==> src/rtl/ts_nibble_packetizer.sv <==
// ts_nibble_packetizer
// Drains a 4-bit TS FIFO (normal-mode read), pairs nibbles into bytes high
// nibble first, acquires and tracks MPEG-TS sync alignment, and emits aligned
// packets with start/end markers. Runs entirely in the FIFO read-clock domain.
//
// Ports
//   clk_i          FIFO read clock
//   rst_n_i        asynchronous active-low reset
//   fifo_q_i       FIFO read data, valid the cycle after fifo_rdreq_o
//   fifo_empty_i   FIFO read-side empty flag
//   fifo_rdreq_o   FIFO read request (combinational: run & ~empty)
//   byte_out_o     assembled packet byte
//   byte_valid_o   one-cycle qualifier for byte_out_o
//   pkt_start_o    with byte_valid_o: byte 0 of a packet
//   pkt_end_o      with byte_valid_o: last byte of a packet
//   sync_locked_o  high while in LOCKED
//   sync_err_o     one-cycle pulse on a failed sync check (VERIFY/LOCKED)
//   pkt_count_o    count of emitted packet ends, wraps at 16 bits

module ts_nibble_packetizer #(
    parameter int unsigned PKT_LEN   = 188,
    parameter logic [7:0]  SYNC_BYTE = 8'h47,
    parameter int unsigned LOCK_CNT  = 3,
    parameter int unsigned LOSS_CNT  = 2
) (
    input  logic        clk_i,
    input  logic        rst_n_i,
    input  logic [3:0]  fifo_q_i,
    input  logic        fifo_empty_i,
    output logic        fifo_rdreq_o,
    output logic [7:0]  byte_out_o,
    output logic        byte_valid_o,
    output logic        pkt_start_o,
    output logic        pkt_end_o,
    output logic        sync_locked_o,
    output logic        sync_err_o,
    output logic [15:0] pkt_count_o
);

    localparam int unsigned IW = $clog2(PKT_LEN);
    localparam int unsigned GW = $clog2(LOCK_CNT + 1);
    localparam int unsigned MW = $clog2(LOSS_CNT + 1);

    typedef enum logic [1:0] {
        HUNT   = 2'd0,
        VERIFY = 2'd1,
        LOCKED = 2'd2
    } state_e;

    state_e         state_q,  state_d;
    logic           run_q,    run_d;
    logic           nib_v_q,  nib_v_d;
    logic [7:0]     window_q, window_d;
    logic           low_q,    low_d;     // next accepted nibble is the low half
    logic [3:0]     hi_nib_q, hi_nib_d;
    logic [IW-1:0]  idx_q,    idx_d;     // index of the last completed byte
    logic [GW-1:0]  good_q,   good_d;
    logic [MW-1:0]  miss_q,   miss_d;
    logic [7:0]     byte_q,   byte_d;
    logic           valid_q,  valid_d;
    logic           start_q,  start_d;
    logic           end_q,    end_d;
    logic           locked_q, locked_d;
    logic           err_q,    err_d;
    logic [15:0]    count_q,  count_d;

    logic           rdreq_c;
    logic [7:0]     cur_byte;
    logic [IW-1:0]  cur_idx;
    logic [GW-1:0]  good_inc;
    logic [MW-1:0]  miss_inc;
    logic           hunt_clear;
    logic           emit_ok;

    // Read request: only once running and only when data is available
    assign rdreq_c      = run_q & ~fifo_empty_i;
    assign fifo_rdreq_o = rdreq_c;

    // Next-state and registered-output logic
    always_comb begin
        state_d    = state_q;
        run_d      = 1'b1;
        nib_v_d    = rdreq_c;
        window_d   = window_q;
        low_d      = low_q;
        hi_nib_d   = hi_nib_q;
        idx_d      = idx_q;
        good_d     = good_q;
        miss_d     = miss_q;
        byte_d     = byte_q;
        valid_d    = 1'b0;
        start_d    = 1'b0;
        end_d      = 1'b0;
        err_d      = 1'b0;
        count_d    = count_q;
        hunt_clear = 1'b0;
        emit_ok    = 1'b0;

        cur_byte = {hi_nib_q, fifo_q_i};
        cur_idx  = (idx_q == IW'(PKT_LEN - 1)) ? '0 : idx_q + IW'(1);
        good_inc = good_q + GW'(1);
        miss_inc = miss_q + MW'(1);

        if (nib_v_q) begin
            case (state_q)
                HUNT: begin
                    // Sliding nibble window: alignment may start on either half
                    window_d = {window_q[3:0], fifo_q_i};
                    if (window_d == SYNC_BYTE) begin
                        idx_d  = '0;
                        good_d = GW'(1);
                        miss_d = '0;
                        low_d  = 1'b0;
                        if (LOCK_CNT == 1) begin
                            state_d = LOCKED;
                            valid_d = 1'b1;
                            start_d = 1'b1;
                            byte_d  = window_d;
                        end else begin
                            state_d = VERIFY;
                        end
                    end
                end
                default: begin
                    if (!low_q) begin
                        hi_nib_d = fifo_q_i;
                        low_d    = 1'b1;
                    end else begin
                        low_d = 1'b0;
                        idx_d = cur_idx;
                        if (state_q == VERIFY) begin
                            // Count syncs silently until the lock threshold
                            if (cur_idx == '0) begin
                                if (cur_byte == SYNC_BYTE) begin
                                    good_d = good_inc;
                                    if (good_inc == GW'(LOCK_CNT)) begin
                                        state_d = LOCKED;
                                        valid_d = 1'b1;
                                        start_d = 1'b1;
                                        byte_d  = cur_byte;
                                    end
                                end else begin
                                    err_d      = 1'b1;
                                    hunt_clear = 1'b1;
                                end
                            end
                        end else begin
                            // Locked: flywheel over isolated sync misses
                            emit_ok = 1'b1;
                            if (cur_idx == '0) begin
                                if (cur_byte != SYNC_BYTE) begin
                                    err_d  = 1'b1;
                                    miss_d = miss_inc;
                                    if (miss_inc >= MW'(LOSS_CNT)) begin
                                        emit_ok    = 1'b0;
                                        hunt_clear = 1'b1;
                                    end
                                end else begin
                                    miss_d = '0;
                                end
                            end
                            if (emit_ok) begin
                                valid_d = 1'b1;
                                start_d = (cur_idx == '0);
                                end_d   = (cur_idx == IW'(PKT_LEN - 1));
                                byte_d  = cur_byte;
                                if (cur_idx == IW'(PKT_LEN - 1)) begin
                                    count_d = count_q + 16'd1;
                                end
                            end
                        end
                    end
                end
            endcase
        end

        // Loss of alignment restarts the hunt from an empty window
        if (hunt_clear) begin
            state_d  = HUNT;
            window_d = '0;
            idx_d    = '0;
            good_d   = '0;
            miss_d   = '0;
            low_d    = 1'b0;
        end

        locked_d = (state_d == LOCKED);
    end

    // State and output registers
    always_ff @(posedge clk_i or negedge rst_n_i) begin
        if (!rst_n_i) begin
            state_q  <= HUNT;
            run_q    <= 1'b0;
            nib_v_q  <= 1'b0;
            window_q <= '0;
            low_q    <= 1'b0;
            hi_nib_q <= '0;
            idx_q    <= '0;
            good_q   <= '0;
            miss_q   <= '0;
            byte_q   <= '0;
            valid_q  <= 1'b0;
            start_q  <= 1'b0;
            end_q    <= 1'b0;
            locked_q <= 1'b0;
            err_q    <= 1'b0;
            count_q  <= '0;
        end else begin
            state_q  <= state_d;
            run_q    <= run_d;
            nib_v_q  <= nib_v_d;
            window_q <= window_d;
            low_q    <= low_d;
            hi_nib_q <= hi_nib_d;
            idx_q    <= idx_d;
            good_q   <= good_d;
            miss_q   <= miss_d;
            byte_q   <= byte_d;
            valid_q  <= valid_d;
            start_q  <= start_d;
            end_q    <= end_d;
            locked_q <= locked_d;
            err_q    <= err_d;
            count_q  <= count_d;
        end
    end

    assign byte_out_o    = byte_q;
    assign byte_valid_o  = valid_q;
    assign pkt_start_o   = start_q;
    assign pkt_end_o     = end_q;
    assign sync_locked_o = locked_q;
    assign sync_err_o    = err_q;
    assign pkt_count_o   = count_q;

endmodule
==> config.mk <==
export PLATFORM = sky130hd
export DESIGN_NAME = ts_nibble_packetizer
export DESIGN_NICKNAME = d
export VERILOG_FILES = /design/src/rtl/ts_nibble_packetizer.sv
export SDC_FILE = /design/constraint.sdc
export NUM_CORES = 1
export LEC_CHECK = 0
export CAP_MARGIN = 20
export CORE_MARGIN = 5
export CORE_UTILIZATION = 45
export CTS_CLUSTER_SIZE = 24
export DETAILED_ROUTE_END_ITERATION = 8
export GPL_ROUTABILITY_DRIVEN = 0
export PLACE_DENSITY = 0.63
export SLEW_MARGIN = 15
export SYNTH_ARGS = -nofsm -noshare
export SYNTH_HDL_FRONTEND = slang
export SYNTH_SLANG_ARGS = --single-unit
==> constraint.sdc <==
create_clock -name clk_i -period 3.6 [get_ports clk_i]
set_input_delay 0.72 -clock clk_i [delete_from_list [all_inputs] [get_ports clk_i]]
set_output_delay 0.72 -clock clk_i [all_outputs]
set_load 0.02 [all_outputs]
==> flow_summary.ini <==
[outcome]
status = complete, no violations

[routing]
drc_errors = 0
drt-initial-drc-count = 94
wl_um = 6830
firstDrtPassIters = 4
viasPerCell = 5.85
wl_per_cell_um = 16.3
routed-via-count = 2445
ant_nets = 0

[global_routing]
globalRoute.totalOverflow = 0
grt_max_degree = 29
grt_util_all_layers_pct = 16.7
grt_pass1_vias = 2316
antenna_found_initial = 0
grt_pass1_wl_um = 11600

[sta]
setup_slack_ns = 0.699
setup_viol = 0
finalMaxSlewViolations = 0
hold_slack_ns = 0.415
hold_viol_final = 0
tightest_slew_ns = 0.672
fmax_mhz = 345
skew_ns = 0.00862
max-slew-margin-rel_pct = 55.0
fin_crit_ns = 2.90
fin_setup_tns_ns = 0
fin_crit_sh_pct = 80.6
rsz0062_at_grt = false

[power]
ir_worst_vdd_v = 0.000201
powerDensity_nw_per_um2 = 352
leakagePower_uw = 0.00145

[cts]
htreeDepth = 2
numCtsBuffers = 5
cts-root-buf = clkbuf_8
cts_tree = done
cts.sinks = 54
insertion_delay_ns = 0.31
cts.repair.resized = 0
clock_path_buffers = 2
holdBufCountCts = 0
path_clk_slew_ns = 0.10
post_cts.repair.setup_buffers = 0

[finish]
n_antenna_cell = 0
fillers = 601
nets = 349
areaGrowthSynthToFinish_pct = 16.9
final_util_pct = 53.3
drive_gt1_share_pct = 12.4
instances_no_fill = 418

[setup_path]
start_kind = flop
endpoint_kind = flop
r2r_start = idx_q[0]
crit_type = reg2reg
crit_path_max_fanout = 12
reg2reg_depth = 8
r2r_end = sync_locked_o
worstPathRequired_ns = 3.84
crit_arrival_ns = 3.14
r2r_setup_slack_ns = 0.70

[placement]
dp_cells = 410
hpwl_um = 4860
io_buffers = 36
pre_cts_ws_ns = 0.533

[synthesis]
ys_seq_area_share_pct = 44.1
yosysWarnings = 0
synth_top_area_share_pct = 44.1
synthesis.nets = 319
ys_ff_latch = 54
synth.distinct_cells = 67
syn_area_um2 = 3070
synth-main-ff-cell = dfrtp_1
synth_cells = 307
yosysTopAreaCell = dfrtp_1
synthTopCellsByArea = dfrtp_1 (44%), nand2_1 (4.5%), nand3_1 (3.4%), xor2_1 (3.4%), mux2_2 (2.9%)
syn_area_per_cell_um2 = 9.99
synth_edf_count = 0
synthArstFlopShare_pct = 100

[floorplan]
die_y_um = 92.5
die_area_um2 = 8560
coreArea_um2 = 6720
die_x_um = 92.5
ioPinCount = 37
start_util_pct = 45.6
rows = 30

[job]
drv_cap = 0

[hold_path]
hold_path_class = in2async
-- Yosys cell counts (all sizes together), types with 2 or more instances --
cell     n
dfrtp   54
nand2   38
nand3   22
nor2    21
xor2    12
nand4   11
buf     10
inv      9
nor3     9
mux2     8
o221a    8
nor4     7
o21ai    7
o31ai    7
clkbuf   6
a32o     5
ha       5
or2      5
a21oi    4
and2     4
and3     4
nand2b   4
xnor2    4
a21o     3
o21bai   3
or3      3
a31oi    2
a32oi    2
nand3b   2
nand4b   2
nor4b    2
o211ai   2
o311a    2
o41ai    2
-- logic make-up (layout without fill, tap and decap cells) --
logic type                 after synthesis  count (layout)  share of synthesized area (%)
AOI/OAI and AO/OA                       56              56                           16.3
DFF                                     54              54                           44.1
xor gates and xnor gates                16              16                           4.57
and+or+nand+nor                        141             141                           25.9
other                                    1               1                          0.122
adders and majority gates                5               5                           2.04
muxes                                    9               9                           3.39
buffers and inverters                   25              56                           3.63
-- routing by layer --
layer | vias to the layer above | track usage [%] | share of wire, %
met5 | - | 0 | 0
met4 | 0 | 3.59 | 0.92
met3 | 6 | 3.41 | 3.6
met2 | 42 | 27.9 | 49
met1 | 1210 | 22.3 | 47
li1 | 1187 | - | -
-- cell type report --
class                           instances  area (um^2)  area share (%)
Sequential cell                        54         1350            37.7
Multi-Input combinational cell        228         1600            44.7
Clock inverter                          3         48.8            1.36
Clock buffer                            5         68.8            1.92
Tap cell                               80          100            2.79
Inverter                                9         33.8           0.943
Timing Repair Buffer                   39          378            10.5
-- how the worst max path moves through the flow --
stage / from / slack, ns / cells past startpoint / endpoint
6_report: idx_q[0] / 0.70 / 8 / sync_locked_o
5_1_grt: idx_q[0] / 0.51 / 7 / window_q[3]
4_1_cts: idx_q[0] / 0.72 / 8 / sync_locked_o
3_5_place_dp: fifo_q_i[1] / 0.53 / 7 / idx_q[3]
3_3_place_gp: fifo_q_i[3] / 0.61 / 7 / idx_q[3]
2_1_floorplan: idx_q[1] / 1.39 / 8 / idx_q[6]
-- cell usage in the layout, fill, tap and decap left out, drive strengths merged, types with 9 or more instances in the layout --
cell type       n
clkdlybuf4s50  35
nor3            9
nand2          38
nor2           21
inv            10
dfrtp          54
xor2           12
nand3          22
nand4          11
-- power breakdown --
part / internal [uW] / switching (uW) / leakage, uW
combinational: 60.8 / 71.5 / 0.000689
clock: 212 / 209 / 0.0000563
sequential: 645 / 61.5 / 0.000709
total: 917 / 342 / 0.00145
-- state kept, by name (all words and copies together), names as in the netlist --
name / flops
sync_err_o: 1
window_q: 4
sync_locked_o: 1
run_q: 1
good_q: 2
low_q: 1
byte_out_o: 8
hi_nib_q: 4
state_q: 2
pkt_end_o: 1
pkt_start_o: 1
pkt_count_o: 16
idx_q: 8
byte_valid_o: 1
miss_q: 2
nib_v_q: 1
-- critical path, stage by stage, from the launching register on --
cell and delay (ns):
dfrtp_1 0.56, ha_1 0.46, nand4_2 0.25, a21oi_1 0.23, a32oi_2 0.27, buf_4 0.28, or2_1 0.27, o41a_1 0.41
nor2_1 0.10
-- stage by stage --
step	power [uW]	area (um^2)
finish	1260	3580
detailed placement	852	3470
global route	1330	3580
CTS	1280	3580
global placement	851	3470
floorplan	801	3070
Note: power is estimated with default switching activity, not from simulation.
